### config.mk
export PLATFORM = sky130hd
export DESIGN_NAME = control_unit_flat
export DESIGN_NICKNAME = d
export VERILOG_FILES = /design/src/rtl/control_unit_if.sv /design/src/rtl/control_unit.sv /design/src/flat_wrapper.sv
export SDC_FILE = /design/constraint.sdc
export NUM_CORES = 1
export LEC_CHECK = 0
export BUFFER_PORTS_ARGS = -buffer_cell sky130_fd_sc_hd__buf_2
export CORE_MARGIN = 3
export CORE_UTILIZATION = 25
export CTS_CLUSTER_SIZE = 8
export DETAILED_ROUTE_END_ITERATION = 10
export SYNTH_ARGS = -nofsm -noshare
export SYNTH_HDL_FRONTEND = slang
export SYNTH_SLANG_ARGS = --single-unit
### constraint.sdc
create_clock -name clk -period 3.9 [get_ports clk]
set_clock_uncertainty 0.05 [all_clocks]
set_input_delay 0.78 -clock clk [delete_from_list [all_inputs] [get_ports clk]]
set_output_delay 0.78 -clock clk [all_outputs]
set_load 0.05 [all_outputs]
### src/rtl/control_unit_if.sv
// Processing-unit control bus: IR/flag inputs to the controller, loads/selects back.
// master = control_unit side, slave = datapath side.
interface control_unit_if #(
  parameter int word_size = 8,
  parameter int Sel1_size = 3,
  parameter int Sel2_size = 2
);
  logic [word_size-1:0] instruction;
  logic                 Zflag;
  logic                 Load_R0;
  logic                 Load_R1;
  logic                 Load_R2;
  logic                 Load_R3;
  logic                 Load_PC;
  logic                 Inc_PC;
  logic [Sel1_size-1:0] Sel_Bus_1_Mux;
  logic [Sel2_size-1:0] Sel_Bus_2_Mux;
  logic                 Load_IR;
  logic                 Load_Add_R;
  logic                 Load_Reg_Y;
  logic                 Load_Reg_Z;
  logic                 write;
  logic                 err;

  modport master (
    input  instruction, Zflag,
    output Load_R0, Load_R1, Load_R2, Load_R3,
    output Load_PC, Inc_PC, Sel_Bus_1_Mux, Sel_Bus_2_Mux,
    output Load_IR, Load_Add_R, Load_Reg_Y, Load_Reg_Z,
    output write, err
  );

  modport slave (
    output instruction, Zflag,
    input  Load_R0, Load_R1, Load_R2, Load_R3,
    input  Load_PC, Inc_PC, Sel_Bus_1_Mux, Sel_Bus_2_Mux,
    input  Load_IR, Load_Add_R, Load_Reg_Y, Load_Reg_Z,
    input  write, err
  );
endinterface

### src/rtl/control_unit.sv
// Multi-cycle control FSM for the 8-bit processing unit.
// Ports: clk, rst (sync, active high), bus (control_unit_if.master).
// Optional CTRL_ILLEGAL_TRAP_EN: illegal opcodes halt and set sticky err.
module control_unit #(
  parameter int word_size  = 8,
  parameter int op_size    = 4,
  parameter int state_size = 4,
  parameter int Sel1_size  = 3,
  parameter int Sel2_size  = 2
) (
  input  logic          clk,
  input  logic          rst,
  control_unit_if.master bus
);

  typedef enum logic [state_size-1:0] {
    S_idle = 4'd0,
    S_fet1 = 4'd1,
    S_fet2 = 4'd2,
    S_dec  = 4'd3,
    S_ex1  = 4'd4,
    S_rd1  = 4'd5,
    S_rd2  = 4'd6,
    S_wr1  = 4'd7,
    S_wr2  = 4'd8,
    S_br1  = 4'd9,
    S_br2  = 4'd10,
    S_halt = 4'd11
  } state_t;

  localparam logic [op_size-1:0] OP_NOP  = 4'd0;
  localparam logic [op_size-1:0] OP_ADD  = 4'd1;
  localparam logic [op_size-1:0] OP_SUB  = 4'd2;
  localparam logic [op_size-1:0] OP_AND  = 4'd3;
  localparam logic [op_size-1:0] OP_NOT  = 4'd4;
  localparam logic [op_size-1:0] OP_RD   = 4'd5;
  localparam logic [op_size-1:0] OP_WR   = 4'd6;
  localparam logic [op_size-1:0] OP_BR   = 4'd7;
  localparam logic [op_size-1:0] OP_BRZ  = 4'd8;
  localparam logic [op_size-1:0] OP_HALT = 4'd15;

  localparam logic [Sel1_size-1:0] B1_PC   = 3'd4;
  localparam logic [Sel2_size-1:0] B2_ALU  = 2'd0;
  localparam logic [Sel2_size-1:0] B2_BUS1 = 2'd1;
  localparam logic [Sel2_size-1:0] B2_MEM  = 2'd2;

  state_t state, nxt;

  logic [op_size-1:0]   op;
  logic [1:0]           src;
  logic [1:0]           dst;
  logic                 ld_dest;
  logic                 ld_pc;
  logic                 inc_pc;
  logic [Sel1_size-1:0] s1;
  logic [Sel2_size-1:0] s2;
  logic                 ld_ir;
  logic                 ld_ar;
  logic                 ld_y;
  logic                 ld_z;
  logic                 wr;
  logic [3:0]           ld_r;

  assign op  = bus.instruction[word_size-1 -: op_size];
  assign src = bus.instruction[3:2];
  assign dst = bus.instruction[1:0];

`ifdef CTRL_ILLEGAL_TRAP_EN
  logic trap;
  logic err_q;
`endif

  always_ff @(posedge clk) begin
    if (rst) state <= S_idle;
    else     state <= nxt;
  end

  always_comb begin
    nxt     = S_idle;
    ld_dest = 1'b0;
    ld_pc   = 1'b0;
    inc_pc  = 1'b0;
    s1      = '0;
    s2      = '0;
    ld_ir   = 1'b0;
    ld_ar   = 1'b0;
    ld_y    = 1'b0;
    ld_z    = 1'b0;
    wr      = 1'b0;
`ifdef CTRL_ILLEGAL_TRAP_EN
    trap    = 1'b0;
`endif
    case (state)
      S_idle: nxt = S_fet1;
      S_fet1: begin
        s1 = B1_PC; s2 = B2_BUS1;
        ld_ar = 1'b1; inc_pc = 1'b1;
        nxt = S_fet2;
      end
      S_fet2: begin
        s2 = B2_MEM; ld_ir = 1'b1;
        nxt = S_dec;
      end
      S_dec: begin
        case (op)
          OP_NOP: nxt = S_fet1;
          OP_ADD, OP_SUB, OP_AND: begin
            s1 = Sel1_size'(src); s2 = B2_BUS1;
            ld_y = 1'b1;
            nxt = S_ex1;
          end
          OP_NOT: begin
            s1 = Sel1_size'(src); s2 = B2_ALU;
            ld_z = 1'b1; ld_dest = 1'b1;
            nxt = S_fet1;
          end
          OP_RD: begin
            s1 = B1_PC; s2 = B2_BUS1; ld_ar = 1'b1;
            nxt = S_rd1;
          end
          OP_WR: begin
            s1 = B1_PC; s2 = B2_BUS1; ld_ar = 1'b1;
            nxt = S_wr1;
          end
          OP_BR: begin
            s1 = B1_PC; s2 = B2_BUS1; ld_ar = 1'b1;
            nxt = S_br1;
          end
          OP_BRZ: begin
            if (bus.Zflag) begin
              s1 = B1_PC; s2 = B2_BUS1; ld_ar = 1'b1;
              nxt = S_br1;
            end else begin
              // untaken: step PC past the target byte
              inc_pc = 1'b1;
              nxt = S_fet1;
            end
          end
          OP_HALT: nxt = S_halt;
          default: begin
`ifdef CTRL_ILLEGAL_TRAP_EN
            trap = 1'b1;
            nxt  = S_halt;
`else
            nxt  = S_fet1;
`endif
          end
        endcase
      end
      S_ex1: begin
        s1 = Sel1_size'(dst); s2 = B2_ALU;
        ld_z = 1'b1; ld_dest = 1'b1;
        nxt = S_fet1;
      end
      S_rd1: begin
        s2 = B2_MEM; ld_ar = 1'b1; inc_pc = 1'b1;
        nxt = S_rd2;
      end
      S_rd2: begin
        s2 = B2_MEM; ld_dest = 1'b1;
        nxt = S_fet1;
      end
      S_wr1: begin
        s2 = B2_MEM; ld_ar = 1'b1; inc_pc = 1'b1;
        nxt = S_wr2;
      end
      S_wr2: begin
        s1 = Sel1_size'(src); wr = 1'b1;
        nxt = S_fet1;
      end
      S_br1: begin
        s2 = B2_MEM; ld_ar = 1'b1;
        nxt = S_br2;
      end
      S_br2: begin
        s2 = B2_MEM; ld_pc = 1'b1;
        nxt = S_fet1;
      end
      S_halt: nxt = S_halt;
      default: nxt = S_idle;
    endcase
    // reset kills every strobe in the same cycle
    if (rst) begin
      ld_dest = 1'b0;
      ld_pc   = 1'b0;
      inc_pc  = 1'b0;
      s1      = '0;
      s2      = '0;
      ld_ir   = 1'b0;
      ld_ar   = 1'b0;
      ld_y    = 1'b0;
      ld_z    = 1'b0;
      wr      = 1'b0;
`ifdef CTRL_ILLEGAL_TRAP_EN
      trap    = 1'b0;
`endif
    end
  end

`ifdef CTRL_ILLEGAL_TRAP_EN
  always_ff @(posedge clk) begin
    if (rst)       err_q <= 1'b0;
    else if (trap) err_q <= 1'b1;
  end
  assign bus.err = err_q & ~rst;
`else
  assign bus.err = 1'b0;
`endif

  assign ld_r = ld_dest ? (4'b0001 << dst) : 4'b0000;

  assign bus.Load_R0       = ld_r[0];
  assign bus.Load_R1       = ld_r[1];
  assign bus.Load_R2       = ld_r[2];
  assign bus.Load_R3       = ld_r[3];
  assign bus.Load_PC       = ld_pc;
  assign bus.Inc_PC        = inc_pc;
  assign bus.Sel_Bus_1_Mux = s1;
  assign bus.Sel_Bus_2_Mux = s2;
  assign bus.Load_IR       = ld_ir;
  assign bus.Load_Add_R    = ld_ar;
  assign bus.Load_Reg_Y    = ld_y;
  assign bus.Load_Reg_Z    = ld_z;
  assign bus.write         = wr;

endmodule

### src/flat_wrapper.sv
// flat-port wrapper written by rule: the top's interface ports become plain ports
module control_unit_flat 
#(
  parameter int word_size  = 8,
  parameter int op_size    = 4,
  parameter int state_size = 4,
  parameter int Sel1_size  = 3,
  parameter int Sel2_size  = 2
)
  (clk, rst, bus_instruction, bus_Zflag, bus_Load_R0, bus_Load_R1, bus_Load_R2, bus_Load_R3, bus_Load_PC, bus_Inc_PC, bus_Sel_Bus_1_Mux, bus_Sel_Bus_2_Mux, bus_Load_IR, bus_Load_Add_R, bus_Load_Reg_Y, bus_Load_Reg_Z, bus_write, bus_err);
  control_unit_if #(.word_size(word_size), .Sel1_size(Sel1_size), .Sel2_size(Sel2_size)) bus_i ();
  input  logic clk;
  input  logic rst;
  input wire logic [$bits(bus_i.instruction)-1:0] bus_instruction;
  input wire logic [$bits(bus_i.Zflag)-1:0] bus_Zflag;
  output wire logic [$bits(bus_i.Load_R0)-1:0] bus_Load_R0;
  output wire logic [$bits(bus_i.Load_R1)-1:0] bus_Load_R1;
  output wire logic [$bits(bus_i.Load_R2)-1:0] bus_Load_R2;
  output wire logic [$bits(bus_i.Load_R3)-1:0] bus_Load_R3;
  output wire logic [$bits(bus_i.Load_PC)-1:0] bus_Load_PC;
  output wire logic [$bits(bus_i.Inc_PC)-1:0] bus_Inc_PC;
  output wire logic [$bits(bus_i.Sel_Bus_1_Mux)-1:0] bus_Sel_Bus_1_Mux;
  output wire logic [$bits(bus_i.Sel_Bus_2_Mux)-1:0] bus_Sel_Bus_2_Mux;
  output wire logic [$bits(bus_i.Load_IR)-1:0] bus_Load_IR;
  output wire logic [$bits(bus_i.Load_Add_R)-1:0] bus_Load_Add_R;
  output wire logic [$bits(bus_i.Load_Reg_Y)-1:0] bus_Load_Reg_Y;
  output wire logic [$bits(bus_i.Load_Reg_Z)-1:0] bus_Load_Reg_Z;
  output wire logic [$bits(bus_i.write)-1:0] bus_write;
  output wire logic [$bits(bus_i.err)-1:0] bus_err;
  assign bus_i.instruction = bus_instruction;
  assign bus_i.Zflag = bus_Zflag;
  assign bus_Load_R0 = bus_i.Load_R0;
  assign bus_Load_R1 = bus_i.Load_R1;
  assign bus_Load_R2 = bus_i.Load_R2;
  assign bus_Load_R3 = bus_i.Load_R3;
  assign bus_Load_PC = bus_i.Load_PC;
  assign bus_Inc_PC = bus_i.Inc_PC;
  assign bus_Sel_Bus_1_Mux = bus_i.Sel_Bus_1_Mux;
  assign bus_Sel_Bus_2_Mux = bus_i.Sel_Bus_2_Mux;
  assign bus_Load_IR = bus_i.Load_IR;
  assign bus_Load_Add_R = bus_i.Load_Add_R;
  assign bus_Load_Reg_Y = bus_i.Load_Reg_Y;
  assign bus_Load_Reg_Z = bus_i.Load_Reg_Z;
  assign bus_write = bus_i.write;
  assign bus_err = bus_i.err;
  control_unit #(.word_size(word_size), .op_size(op_size), .state_size(state_size), .Sel1_size(Sel1_size), .Sel2_size(Sel2_size)) u_core (.clk(clk), .rst(rst), .bus(bus_i));
endmodule
* Word-level counts from Yosys, hierarchy flattened
Cells that the tools add are included.
** Storage, ports and cells
- Bits in latches :: 0
- Register bits after elaboration :: 4
- Memory bits (read-only) :: 0
- Memories :: 0
- RAM bits :: 0
- Output and inout port bits :: 17
** Operators by class
- Bitwise operators :: 0
- Multipliers :: 0
- Shifts and indexed selects :: 1
- Equal/unequal tests :: 20
- Order comparisons :: 0
- Add/subtract/negate cells :: 0
- Muxes and demuxes :: 34
- Divide/modulo/power cells :: 0
- Reduce and logical (&&, ||, !) cells :: 10
** Operator list (number)
- $eq A4 B3 Y1 const B :: 8
- $pmux W4 S8 :: 1
- $eq A4 B4 Y1 const B :: 6
- $pmux W4 S6 :: 1
- $mux W1 :: 18
- $eq A4 B2 Y1 const B :: 4
- $pmux W3 S4 :: 1
- $reduce_or A6 Y1 :: 2
- $pmux W1 S2 :: 5
- $pmux W3 S3 :: 1
- $reduce_or A3 Y1 :: 3
- $eq A4 B1 Y1 const B :: 2
- $mux W4 :: 2
- $reduce_or A4 Y1 :: 2
- $mux W3 :: 2
- $pmux W2 S3 :: 1
- $reduce_or A5 Y1 :: 1
- $logic_not A4 Y1 :: 1
- $pmux W2 S2 :: 1
- $shl A1 B2 Y4 const A :: 1
- $mux W2 :: 1
- $reduce_or A2 Y1 :: 1

* Depth between registers and ports, before layout
- Depth in word-level cells :: 5
- Depth in mapped cells :: 5

* Worst setup path after synthesis
No wires, ideal clock.
- Path type :: input-to-output
- From :: input bus_instruction[4]
- To :: output bus_Load_R0
- Buffers on the path :: 1
- Stages on the path :: 4
- Path slack :: 248 ps
- Data required time :: 3070 ps
- Data arrival time :: 2822 ps
- Cells stage by stage :: buf_2 nor3b_4 a31oi_1 nor4_1
** Between the ends
- Word-level cells in the longest chain between the ends :: 5
** RTL lines
- start: declaration :: RTL line flat_wrapper.sv:14 : input wire logic [$bits(bus_i.instruction)-1:0] bus_instruction;
- $eq A4 B3 Y1 :: RTL line control_unit.sv:105 : case (op)
- $mux W1 :: RTL line control_unit.sv:105
- $pmux W1 S2 :: RTL line control_unit.sv:93 : case (state)
- $mux W1 :: RTL line control_unit.sv:183 : if (rst) begin
- $mux W4 :: RTL line control_unit.sv:210 : assign ld_r = ld_dest ? (4'b0001 << dst) : 4'b0000;
- end: declaration :: RTL line flat_wrapper.sv:16 : output wire logic [$bits(bus_i.Load_R0)-1:0] bus_Load_R0;
No other way between the ends.

* Worst setup path after layout
- From :: input bus_instruction[6]
- To :: output bus_Load_R0
The elaborated chain is that of the path after synthesis.

==> metrics.csv <==
metric;value;unit
CTS Buffer Depth;2;
hold crit path type;flip-flop to flip-flop;
Post-synth EDFFs;0;
mean cell area of the mapped netlist;7.95;um2
cells after synthesis;85;
most common flop cell mapped by yosys;dfxtp_1;
Seq cells post-synth;4;
first drt pass iteration count;2;
layout cell share with drive strength beyond 1;36.9;%
global-route congestion overflow total;0;
initial antenna violation count;0;
most frequent CP cell;buf_2;
Bufs and invs on worst path;2;
vias in the first global route;621;
Chip Width;58.0;um
first-pass GRT wire length;2760;um
Post-CTS Setup Bufs;0;
Die ar.;0.00336;mm2
Net Switching;0.0000699;W
Critical Path Max Stage Delay;0.32;ns
Max Fanout on Critical Path;9;
vias per cell;5.26;
max_cap viols;0;
Setup crit end kind;output port;
Top reg by flops;u_core.state;
worst path arrival time;2.00;ns
Mapped Area;676;um2
Hold Vio Cnt, Final;0;
combinational fraction of design power;41.6;%
P_leak;0.329;nW
Worst Setup Start Kind;primary input;
Clk Latency, worst-skew pair;0.23;ns
Internal Pwr Total;0.000103;W
register share of total power;30.1;%
CP max-delay cell;buf_2;
Die Ht;58.0;um
Clock Root Buffer;clkbuf_4;
Max Fclk;353;MHz
n_diodes;0;
synthesized netlist net count;96;
Max VDD drop;168;uV
drt drc;0;
largest net degree at the start of global routing;21;
register area share after synthesis;11.9;%
Cell variety after synth;42;
number of flip-flops in the largest register;4;
post-layout min period;2.83;ns
Initial Util;26.8;%
Worst path top cell family by delay;simple AND/OR/NAND/NOR gates;
CTS sink count;4;
CP required;3.07;ns
Setup violations, final;0;
CTS tree;yes;
H-tree Lvls;1;
worst-path cell chain;buf_2 -> nor3b_4 -> a31oi_1 -> nor4_1 -> buf_2;
GPL Wtd Cong;0.778;
Crit Path Class;primary input to output port;
Area growth syn-to-layout;18.1;%
Yosys top cell by area;dfxtp_1;
worst hold slack;0.581;ns
Clock Power Share;28.3;%
Sw Share;40.5;%
slew margin rel.;54.9;%
clock-pin slew on the worst setup and hold paths;0.04;ns
PortBufs;26;
WL final;1650;um
synth top area cells;dfxtp_1, buf_4, nor3b_4;
Final nets;116;
Final ANT Viol Nets;0;
total CTS buffers;3;
Routed WL per cell;12.4;um
unrepaired setup endpoints after global routing;false;
Tcrit/Tclk final;72.6;%
Boundary Pins;28;
core box area;0.00252;mm2
global-route total usage across every layer;10.2;%
count leader, synth;a21oi_1;
fraction of registers with async set/reset;0;%
Pins Over Slew Limit;0;
post-cts sizing count;0;
Pwr Total;0.000173;W
FILL cells;287;
share of Yosys cell area claimed by the top area cell type;11.9;%
Post-Route Setup TNS;0;ns
Power Dens Cells;217;mW/mm2
Rows;18;
status;finished, final reports clean;
hold buffers post-CTS;0;
post-DP HPWL;1290;um
biggest regs;u_core.state (4);
Iter 0 DRT Violations;16;
Ys Warns;0;
Worst Tran Pin Value;0.675;ns
DR vias;699;
commonest cells in the netlist;a21oi_1, buf_4;
-- power by group through the flow --
stage                     clock [W]  combinational, W  sequential [W]
after floorplan                   0         0.0000642       0.0000459
after global placement            0         0.0000709       0.0000524
after detailed placement          0         0.0000718       0.0000526
after CTS                 0.0000514         0.0000721       0.0000522
after global routing      0.0000567         0.0000784       0.0000532
final                     0.0000489         0.0000719       0.0000520
-- final timing paths --
check,from,to,slack [ns],cells after the start
worst max register to register,u_core.state[1],u_core.state[1],2.44,3
worst min-delay path,u_core.state[0],u_core.state[1],0.58,2
worst max-delay path,bus_instruction[6],bus_Load_R0,1.07,5
worst min register to register,u_core.state[0],u_core.state[1],0.58,2
-- layer usage --
| layer | GRT usage [%] | vias to the layer above | share of wire, % |
|---|---|---|---|
| li1 | - | 360 | - |
| met1 | 14.1 | 313 | 46 |
| met2 | 15.3 | 26 | 44 |
| met3 | 3.56 | 0 | 9.6 |
| met4 | 1.99 | 0 | 0 |
| met5 | 0 | - | 0 |
-- layout by cell type (no fill, tap or decap), drive strengths merged, types with 2 or more instances in the layout --
cell and instances:
a211oi 5, a21oi 7, a31oi 3, and3b 4, buf 26, clkbuf 3
dfxtp 4, nand2 3, nand2b 3, nand3 2, nor2 3, nor2b 4
nor3 2, nor3b 3, nor4 3, nor4b 4, o2111ai 2, o21a 2
o21ai 3, o21ba 2
-- tightest hold or removal path, stage by stage (launching register included) --
cell and delay (ns):
dfxtp_1 0.40, nand2_1 0.10, a31oi_1 0.07
-- cell type report --
cell class	count	area, um2	area share, %
Sequential cell	4	80.1	10.0
Inverter	1	3.75	0.470
Clock buffer	3	22.5	2.82
Timing Repair Buffer	26	130	16.3
Tap cell	30	37.5	4.70
Multi-Input combinational cell	69	524	65.7
-- cells by family after synthesis --
group	synth area share, %
AO/OA/AOI/OAI	31.3
AND/OR/NAND/NOR	41.7
multiplexers	1.48
flip-flops	11.9
other	0.555
buffers and inverters	10.6
XOR/XNOR	2.59
-- through the flow --
step / worst slack, ns / utilization, % / area [um2] / std cells
6_report: 1.07 / 31.6 / 798 / 133
2_1_floorplan: 0.248 / - / 676 / 85
3_5_place_dp: 1.06 / 30.8 / 776 / 130
5_1_grt: 0.874 / 31.6 / 798 / 133
3_3_place_gp: 1.13 / 30.8 / 776 / 130
4_1_cts: 1.06 / 31.6 / 798 / 133
No activity file was read; power rests on OpenSTA's default activity.
